[src/rtl/conv_sched_pkg.sv]
// Shared types and helpers for the conv layer pass scheduler.
// Holds the state encoding and the per-layer tile count lookup.
package conv_sched_pkg;

  localparam int TILES_PER_BATCH_DEF = 16;

  typedef enum logic [2:0] {
    S_IDLE,
    S_DRAM_REQ,
    S_ISSUE,
    S_RUN,
    S_CHANGE,
    S_SETTLE,
    S_FINISH
  } state_e;

  // Tiles per VGG16 conv layer; 0 flags an unsupported layer number.
  function automatic logic [8:0] tiles_per_layer(input logic [2:0] l);
    logic [8:0] t;
    case (l)
      3'd1:    t = 9'd256;
      3'd2:    t = 9'd64;
      3'd3:    t = 9'd16;
      3'd4:    t = 9'd4;
      3'd5:    t = 9'd1;
      default: t = 9'd0;
    endcase
    return t;
  endfunction

endpackage

[src/rtl/conv_loop_counter.sv]
// Nested channel/kernel/tile loop counters for one conv layer.
// Flags report which loop level wraps on the current pass.
module conv_loop_counter
  import conv_sched_pkg::*;
#(
  parameter int TPB   = TILES_PER_BATCH_DEF,
  parameter int GRP_W = 10
) (
  input  logic             clk,
  input  logic             rst_n,
  input  logic             clr_i,
  input  logic             adv_i,
  input  logic [GRP_W-1:0] n_ch_i,
  input  logic [GRP_W-1:0] n_ker_i,
  input  logic [8:0]       n_tiles_i,
  output logic [GRP_W-1:0] ch_o,
  output logic [GRP_W-1:0] ker_o,
  output logic [7:0]       tile_o,
  output logic [7:0]       base_o,
  output logic             ch_last_o,
  output logic             ker_last_o,
  output logic             batch_last_o,
  output logic             layer_last_o
);

  localparam logic [9:0] TPB_W = 10'(TPB);

  logic [GRP_W-1:0] ch_q, ch_d, ker_q, ker_d;
  logic [7:0]       tile_q, tile_d, base_q, base_d;
  logic [9:0]       tile_nx, batch_end;

  assign tile_nx   = {2'b00, tile_q} + 10'd1;
  assign batch_end = {2'b00, base_q} + TPB_W;

  assign ch_last_o    = ch_q == n_ch_i - GRP_W'(1);
  assign ker_last_o   = ker_q == n_ker_i - GRP_W'(1);
  assign layer_last_o = tile_nx == {1'b0, n_tiles_i};
  assign batch_last_o = (tile_nx == batch_end) || layer_last_o;

  assign ch_o   = ch_q;
  assign ker_o  = ker_q;
  assign tile_o = tile_q;
  assign base_o = base_q;

  // Innermost loop first; the last pass of the layer leaves counters parked.
  always_comb begin
    ch_d   = ch_q;
    ker_d  = ker_q;
    tile_d = tile_q;
    base_d = base_q;
    if (clr_i) begin
      ch_d   = '0;
      ker_d  = '0;
      tile_d = '0;
      base_d = '0;
    end else if (adv_i) begin
      if (!ch_last_o) begin
        ch_d = ch_q + GRP_W'(1);
      end else if (!ker_last_o) begin
        ch_d  = '0;
        ker_d = ker_q + GRP_W'(1);
      end else if (!batch_last_o) begin
        ch_d   = '0;
        ker_d  = '0;
        tile_d = tile_nx[7:0];
      end else if (!layer_last_o) begin
        ch_d   = '0;
        ker_d  = '0;
        tile_d = tile_nx[7:0];
        base_d = tile_nx[7:0];
      end
    end
  end

  // Counter state registers.
  always_ff @(posedge clk or negedge rst_n) begin
    if (!rst_n) begin
      ch_q   <= '0;
      ker_q  <= '0;
      tile_q <= '0;
      base_q <= '0;
    end else begin
      ch_q   <= ch_d;
      ker_q  <= ker_d;
      tile_q <= tile_d;
      base_q <= base_d;
    end
  end

endmodule

[src/rtl/conv_pass_scheduler.sv]
// Loop sequencer for one VGG16 conv layer: tiles, kernel and channel
// groups, activation controller handshakes and DRAM batch refills.
module conv_pass_scheduler
  import conv_sched_pkg::*;
#(
  parameter int TILES_PER_BATCH = TILES_PER_BATCH_DEF,
  parameter int GRP_W           = 10
) (
  input  logic             clk,
  input  logic             rst_n,
  input  logic             start,
  input  logic [2:0]       conv_layer_num,
  input  logic [GRP_W-1:0] num_ch_groups,
  input  logic [GRP_W-1:0] num_ker_groups,
  input  logic             sliding_finish,
  input  logic             dram_ack,
  output logic [7:0]       tile_idx,
  output logic             start_activation_load,
  output logic             ker_change,
  output logic             tile_change,
  output logic             dram_access,
  output logic             dram_req,
  output logic [7:0]       dram_tile_base,
  output logic [GRP_W-1:0] ch_group_idx,
  output logic [GRP_W-1:0] ker_group_idx,
  output logic             busy,
  output logic             done,
  output logic             cfg_err
);

  state_e           state_q;
  logic [GRP_W-1:0] nch_q, nker_q;
  logic [8:0]       ntiles_q, cfg_tiles;
  logic             cfg_ok, clr, adv;
  logic             ch_last, ker_last, batch_last, layer_last;
  logic [7:0]       base;
  logic             busy_q, done_q, err_q, sal_q;
  logic             kc_q, tc_q, da_q, req_q;
  logic [7:0]       rbase_q;
  logic             pend_dram_q, pend_fin_q;

  assign cfg_tiles = tiles_per_layer(conv_layer_num);
  assign cfg_ok    = cfg_tiles != 9'd0;
  assign clr       = (state_q == S_IDLE) && start && cfg_ok;
  assign adv       = (state_q == S_RUN) && sliding_finish;

  conv_loop_counter #(
    .TPB   (TILES_PER_BATCH),
    .GRP_W (GRP_W)
  ) u_cnt (
    .clk          (clk),
    .rst_n        (rst_n),
    .clr_i        (clr),
    .adv_i        (adv),
    .n_ch_i       (nch_q),
    .n_ker_i      (nker_q),
    .n_tiles_i    (ntiles_q),
    .ch_o         (ch_group_idx),
    .ker_o        (ker_group_idx),
    .tile_o       (tile_idx),
    .base_o       (base),
    .ch_last_o    (ch_last),
    .ker_last_o   (ker_last),
    .batch_last_o (batch_last),
    .layer_last_o (layer_last)
  );

  // Sequencer FSM; every handshake output is a registered pulse or level.
  always_ff @(posedge clk or negedge rst_n) begin
    if (!rst_n) begin
      state_q     <= S_IDLE;
      nch_q       <= '0;
      nker_q      <= '0;
      ntiles_q    <= '0;
      busy_q      <= 1'b0;
      done_q      <= 1'b0;
      err_q       <= 1'b0;
      sal_q       <= 1'b0;
      kc_q        <= 1'b0;
      tc_q        <= 1'b0;
      da_q        <= 1'b0;
      req_q       <= 1'b0;
      rbase_q     <= '0;
      pend_dram_q <= 1'b0;
      pend_fin_q  <= 1'b0;
    end else begin
      sal_q  <= 1'b0;
      kc_q   <= 1'b0;
      tc_q   <= 1'b0;
      da_q   <= 1'b0;
      done_q <= 1'b0;
      unique case (state_q)
        S_IDLE: begin
          if (start) begin
            err_q <= !cfg_ok;
            if (cfg_ok) begin
              nch_q    <= (num_ch_groups == '0) ? GRP_W'(1) : num_ch_groups;
              nker_q   <= (num_ker_groups == '0) ? GRP_W'(1) : num_ker_groups;
              ntiles_q <= cfg_tiles;
              busy_q   <= 1'b1;
              req_q    <= 1'b1;
              rbase_q  <= '0;
              state_q  <= S_DRAM_REQ;
            end else begin
              done_q  <= 1'b1;
              state_q <= S_FINISH;
            end
          end
        end
        S_DRAM_REQ: begin
          if (dram_ack) begin
            req_q   <= 1'b0;
            sal_q   <= 1'b1;
            state_q <= S_ISSUE;
          end
        end
        S_ISSUE: state_q <= S_RUN;
        S_RUN: begin
          if (sliding_finish && ch_last) begin
            state_q     <= S_CHANGE;
            kc_q        <= !ker_last;
            tc_q        <= ker_last && !batch_last;
            da_q        <= ker_last && batch_last;
            pend_dram_q <= ker_last && batch_last;
            pend_fin_q  <= ker_last && layer_last;
          end
        end
        S_CHANGE: state_q <= S_SETTLE;
        S_SETTLE: begin
          if (pend_fin_q) begin
            busy_q  <= 1'b0;
            done_q  <= 1'b1;
            state_q <= S_FINISH;
          end else if (pend_dram_q) begin
            req_q   <= 1'b1;
            rbase_q <= base;
            state_q <= S_DRAM_REQ;
          end else begin
            sal_q   <= 1'b1;
            state_q <= S_ISSUE;
          end
        end
        S_FINISH: state_q <= S_IDLE;
        default:  state_q <= S_IDLE;
      endcase
    end
  end

  assign start_activation_load = sal_q;
  assign ker_change            = kc_q;
  assign tile_change           = tc_q;
  assign dram_access           = da_q;
  assign dram_req              = req_q;
  assign dram_tile_base        = rbase_q;
  assign busy                  = busy_q;
  assign done                  = done_q;
  assign cfg_err               = err_q;

endmodule

[config.mk]
export PLATFORM = sky130hd
export DESIGN_NAME = conv_pass_scheduler
export DESIGN_NICKNAME = d
export VERILOG_FILES = /design/src/rtl/conv_sched_pkg.sv /design/src/rtl/conv_loop_counter.sv /design/src/rtl/conv_pass_scheduler.sv
export SDC_FILE = /design/constraint.sdc
export NUM_CORES = 1
export LEC_CHECK = 0
export BUFFER_PORTS_ARGS = -buffer_cell sky130_fd_sc_hd__buf_2
export CAP_MARGIN = 15
export CORE_MARGIN = 8
export CORE_UTILIZATION = 53
export DETAILED_ROUTE_END_ITERATION = 7
export GPL_ROUTABILITY_DRIVEN = 0
export PLACE_DENSITY = 0.85
export SETUP_SLACK_MARGIN = 0.02
export SLEW_MARGIN = 40
export SYNTH_ARGS = -nofsm -noshare
export SYNTH_HDL_FRONTEND = slang
export SYNTH_SLANG_ARGS = --single-unit
export TNS_END_PERCENT = 20
[constraint.sdc]
create_clock -name clk -period 3.05 [get_ports clk]
set_clock_uncertainty 0.1 [all_clocks]
set_input_delay 0.305 -clock clk [delete_from_list [all_inputs] [get_ports clk]]
set_output_delay 0.305 -clock clk [all_outputs]
set_load 0.03 [all_outputs]
* Word level (Yosys, flattened, before mapping)
Index checks and enable logic that the tools add are counted.
Storage, ports and cells: input port bits 28, register bits after elaboration 86, word-level logic and storage cells 140, output and inout port bits 44
Operators by class: equality and inequality tests 25, mux-type cells 58, $add $sub $neg 6, reduce and logical (&&, ||, !) cells 32
Operator list (count):
- $mux W10 | 12
- $mux W8 | 15
- $pmux W9 S5 | 1
- $eq A10 B10 Y1 | 3
- $add A10 B1 Y10 const B | 2
- $logic_not A10 Y1 | 2
- $sub A10 B1 Y10 const B | 2
- $mux W1 | 18
- $pmux W3 S6 | 1
- $pmux W8 S2 | 1
- $mux W3 | 5
- $ne A2 B2 Y1 const B | 7
- $eq A3 B2 Y1 const B | 4
- $eq A3 B3 Y1 const B | 4
- $eq A10 B9 Y1 | 1
- $reduce_and A5 Y1 | 2
- $reduce_bool A2 Y1 | 5
- $add A8 B1 Y9 const B | 1
- $add A8 B5 Y9 const B | 1
- $reduce_and A3 Y1 | 3
- $reduce_bool A9 Y1 | 1
- $reduce_and A4 Y1 | 2
- $logic_and A1 B1 Y1 | 7
- $eq A3 B1 Y1 const B | 2
- other kinds (13) | 19

* Logic depth before layout (Yosys ltp)
depth after elaboration 8, mapped depth 12, mapped depth without buffers 9

* Modules after synthesis
Synthesis repeated with hierarchy kept, for this count alone.
Second synthesis, totals: cell total of the unflattened synthesis 533, area total of the unflattened synthesis 5026.1 sq um
By module, submodules not included:
- conv_loop_counter | area each 2844.0 sq um, cells each 340, instances 1, seq. area each 900.9 sq um
- conv_pass_scheduler | area each 2182.1 sq um, cells each 193, instances 1, seq. area each 1151.1 sq um

* Worst setup path after synthesis
Ideal clock, no wire load.
path kind register to register, start point reg u_cnt.tile_q[1], in the netlist u_cnt.tile_o[1], end point reg u_cnt.base_q[4], in the netlist u_cnt.base_o[4], data arrival time 3.009 ns, period minus slack after synthesis 3.188 ns, buffers on the path 2, setup time 0.079 ns, path slack -0.138 ns, required time 2.871 ns, stages on the path, launching flop included 11, cell sequence dfrtp_1 ha_1 clkbuf_1 nand3_1 clkbuf_1 or3_1 and2_1 xnor2_1 or4_1 nor4_4 mux2i_1
On the way: word-level cells in the longest chain between the ends 7, elaborated cells between the ends (all ways) 13, those cells by class add/sub (1); eq/ne (3); mux (6); reduce/logical (3)
RTL lines:
- from (decl) | line conv_loop_counter.sv:29 | logic [7:0] tile_q, tile_d, base_q, base_d;
- from (signal assigned) | line conv_loop_counter.sv:85 | tile_q <= tile_d;
- $add A8 B1 Y9 (*) | line conv_loop_counter.sv:32 | assign tile_nx = {2'b00, tile_q} + 10'd1;
- $mux W8 | line conv_loop_counter.sv:66 | end else if (!layer_last_o) begin
- $mux W8 | line conv_loop_counter.sv:62 | end else if (!batch_last_o) begin
- $mux W8 | line conv_loop_counter.sv:59 | end else if (!ker_last_o) begin
- $mux W8 | line conv_loop_counter.sv:57 | if (!ch_last_o) begin
- $mux W8 | line conv_loop_counter.sv:56 | end else if (adv_i) begin
- $mux W8 | line conv_loop_counter.sv:51 | if (clr_i) begin
- to (signal assigned) | line conv_loop_counter.sv:86 | base_q <= base_d;
- to (decl) | line conv_loop_counter.sv:29
Mark *: on every way between the ends. The rest lies on a longest branch, timed or not. The select of a mux whose other input is x is not followed. A chain may end at the register's enable or synchronous reset.

* Worst setup path after layout
start point reg u_cnt.tile_q[1], in the netlist u_cnt.tile_o[1], end point reg u_cnt.ch_q[7], in the netlist u_cnt.ch_o[7]
On the way: word-level cells in the longest chain between the ends 8, elaborated cells between the ends (all ways) 11, those cells by class add/sub (1); eq/ne (3); mux (5); reduce/logical (2)
RTL lines:
- $add A8 B1 Y9 (*) | line conv_loop_counter.sv:32
- $eq A10 B10 Y1 / $eq A10 B9 Y1 (equally long branches) | line conv_loop_counter.sv:38, conv_loop_counter.sv:37
- $logic_or A1 B1 Y1 | line conv_loop_counter.sv:38 | assign batch_last_o = (tile_nx == batch_end) || layer_last_o;
- $mux W10 | line conv_loop_counter.sv:62
- $mux W10 | line conv_loop_counter.sv:59
- $mux W10 | line conv_loop_counter.sv:57
- $mux W10 | line conv_loop_counter.sv:56
- $mux W10 | line conv_loop_counter.sv:51
- to (signal assigned) | line conv_loop_counter.sv:83 | ch_q <= ch_d;
- to (decl) | line conv_loop_counter.sv:28 | logic [GRP_W-1:0] ch_q, ch_d, ker_q, ker_d;
Marks and branches as above.

==> impl_metrics.csv <==
group,metric,value,unit
sta,grt_setup_unrepaired,"yes",
setup_path,path_max_fanout,7,
placement,portBuffers,71,
job,drv_cap,0,
synthesis,ys_ff_latch,82,
hold_path,hp-class,"primary input to register",
clocking,path_clk_slew,0.09,ns
sta,finalSetupTns,0,ns
floorplanning,rows,36,
floorplanning,die_area,13400,sq um
synthesis,synthCells,609,
cells_and_area,fin_cells,825,
global_route,grt_usage,0.214,
sta,fmax,342,MHz
synthesis,synth_area,5280,sq um
clocking,clk_latency,0.38,ns
setup_path,arrival,3.12,ns
cells_and_area,final_util,0.626,
sta,maxSlewHeadroom,0.511,
setup_path,start_kind,"register",
setup_path,crit_chain,"ha_1 > nand3_1 > or4_1 > a211oi_1 > o211a_1 > buf_4 > and3_1 > nand3_1 > a21oi_1",
setup_path,crit_path_max_incr_delay,0.54,ns
synthesis,synth_area_leader_cell,"dfrtp_1",
synthesis,synth_flop_cell,"dfrtp_1",
clocking,numCtsBuffers,9,
synthesis,ys_warn_count,0,
floorplanning,start_util,0.543,
floorplanning,ios,72,
sta,tightest_slew,0.734,ns
global_route,grt_max_degree,59,
routing,wl,14100,um
power,power_density,468,nW/um^2
synthesis,ys_seq_area_frac,0.388,
setup_path,end_kind,"register",
setup_path,slowest_stage,"or4_1",
cells_and_area,nets,721,
cells_and_area,syn2layout_area_growth,15.2,%
routing,dr.pass1.iters,5,
cells_and_area,num-fill-cells,808,
routing,drt-initial-drc-count,472,
clocking,clock-sinks,82,
clocking,clock-root-buffer,"clkbuf_8",
synthesis,synthTopCellsByArea,"dfrtp_1, nand2_1, xnor2_1",
floorplanning,die_h,116,um
setup_path,path_common_cell,"nand3_1",
placement,hpwl,10200,um
routing,num_vias,4966,
power,p_leak,2.80,nW
synthesis,yosysMostFrequentCell,"nand2_1",
cells_and_area,layout-drive-gt1-share,0.224,
synthesis,synth_nets,643,
global_route,grt_pass1_wl,23400,um
placement,place_inst,803,
sta,hold_viol_final,0,
synthesis,ys_types,75,
global_route,overflow,0,
routing,vias_per_cell,6.02,
routing,drc,0,
synthesis,syn_area_per_cell,8.68,sq um
sta,fin_crit_sh,0.957,
synthesis,yosys.area.top_type_share,0.388,
routing,final_antenna_net_count,0,
cells_and_area,diodes,0,
power,peakVddDrop,0.000327,V
synthesis,ys_top_cells_by_count,"nand2_1, dfrtp_1, o21ai_0",
floorplanning,die_x,116,um
synthesis,async_reset_ff_frac,1.00,
clocking,cts_tree,"built",
setup_path,cp.required,3.25,ns
setup_path,critical_path_class,"register to register",
sta,fin_crit,2.92,ns
synthesis,synth_edf_count,0,
power,total_power,2.85,mW
global_route,antenna_found_initial,0,
global_route,grt_pass1_vias,4883,
floorplanning,core-area,9730,sq um
clocking,h-tree-depth,3,
sta,finalSetupViolations,0,
clocking,cts.path.max_buffers,2,
setup_path,reg2reg_slack,0.13,ns
sta,drv_slew,0,
routing,wl_per_cell,17.1,um
status,outcome,"finished clean",
## cells in the final DEF, fill, tap and decap left out, drive strengths merged, types with 8 or more instances in the layout
master	count
clkbuf	9
a21oi	26
nand4	8
nor2	24
and2	8
o21ai	37
nand2	111
and3	10
nand3	35
dfrtp	82
buf	105
nor3	15
nand2b	13
inv	14
nor2b	10
mux2i	10
xnor2	30
xor2	15
## flip-flops by register name (all words and copies together), names as in the netlist, 3 cells and up
signal	count
nch_q	10
dram_tile_base	8
state_q	3
u_cnt.ker_o	10
u_cnt.tile_o	8
u_cnt.ch_o	10
u_cnt.base_o	8
nker_q	10
ntiles_q	5
## power breakdown
part           switching (mW)  internal, mW
Sequential              0.175          1.16
Clock                   0.445         0.304
Combinational           0.457         0.306
## repair_timing
action                     CTS  global route
hold endpoints to repair    56             0
hold buffers                 1             0
setup endpoints to repair    0            26
gates resized for setup      0             8
setup buffers                0             5
## path summary, 6_finish.rpt
kind,start,endpoint,cells past startpoint
setup / recovery,u_cnt.tile_o[1],u_cnt.ch_o[7],9
hold / removal,num_ker_groups[6],nker_q[6],3
setup reg to reg,u_cnt.tile_o[1],u_cnt.ch_o[7],9
hold reg to reg,nch_q[9],nch_q[9],2
max in group asynchronous,rst_n,dram_tile_base[4],3
min in group asynchronous,rst_n,nch_q[1],2
## cells by family after synthesis
kind of cell / after synthesis / share of synthesized area
and+or+nand+nor: 275 / 0.267
AOI/OAI and AO/OA: 138 / 0.179
DFF: 82 / 0.388
buffers and inverters: 50 / 0.0469
xor gates and xnor gates: 47 / 0.0834
muxes: 11 / 0.0211
adders and majority gates: 6 / 0.0142
## worst max-delay path: cells and delay by family (launching register included)
kind / cells / cell delay (ns)
and+or+nand+nor: 4 / 1.15
AOI/OAI and AO/OA: 3 / 0.85
DFF: 1 / 0.39
buffers and inverters: 1 / 0.18
adders and majority gates: 1 / 0.17
## stage by stage
| step | setup slack [ns] | cell area (sq um) | hold slack, ns |
|---|---|---|---|
| 4_1_cts | 0.0652 | 6010 | 0.0247 |
| 3_5_place_dp | 0.101 | 5820 | 0.312 |
| 2_1_floorplan | 0.00548 | 5290 | -0.0906 |
| 3_3_place_gp | 0.169 | 5820 | 0.305 |
| 5_1_grt | -0.0404 | 6090 | 0.0463 |
| 6_report | 0.130 | 6090 | 0.0266 |
## routing by layer
metal  vias up  part of all wire  GRT usage
li1       2330                 -          -
met1      2412              0.41      0.261
met2       204              0.51      0.370
met3        20             0.066     0.0360
met4         0             0.015     0.0804
met5         -                 0          0
## layout make-up
class | instances | area [sq um] | area share
clock buffer | 9 | 124 | 0.0203
tap | 133 | 166 | 0.0273
sequential | 82 | 2060 | 0.338
multi-input combinational | 477 | 3020 | 0.497
clock inverter | 7 | 52.6 | 0.00863
inverter | 11 | 41.3 | 0.00678
timing repair buffer | 106 | 623 | 0.102
No activity file was read; power rests on OpenSTA's default activity.
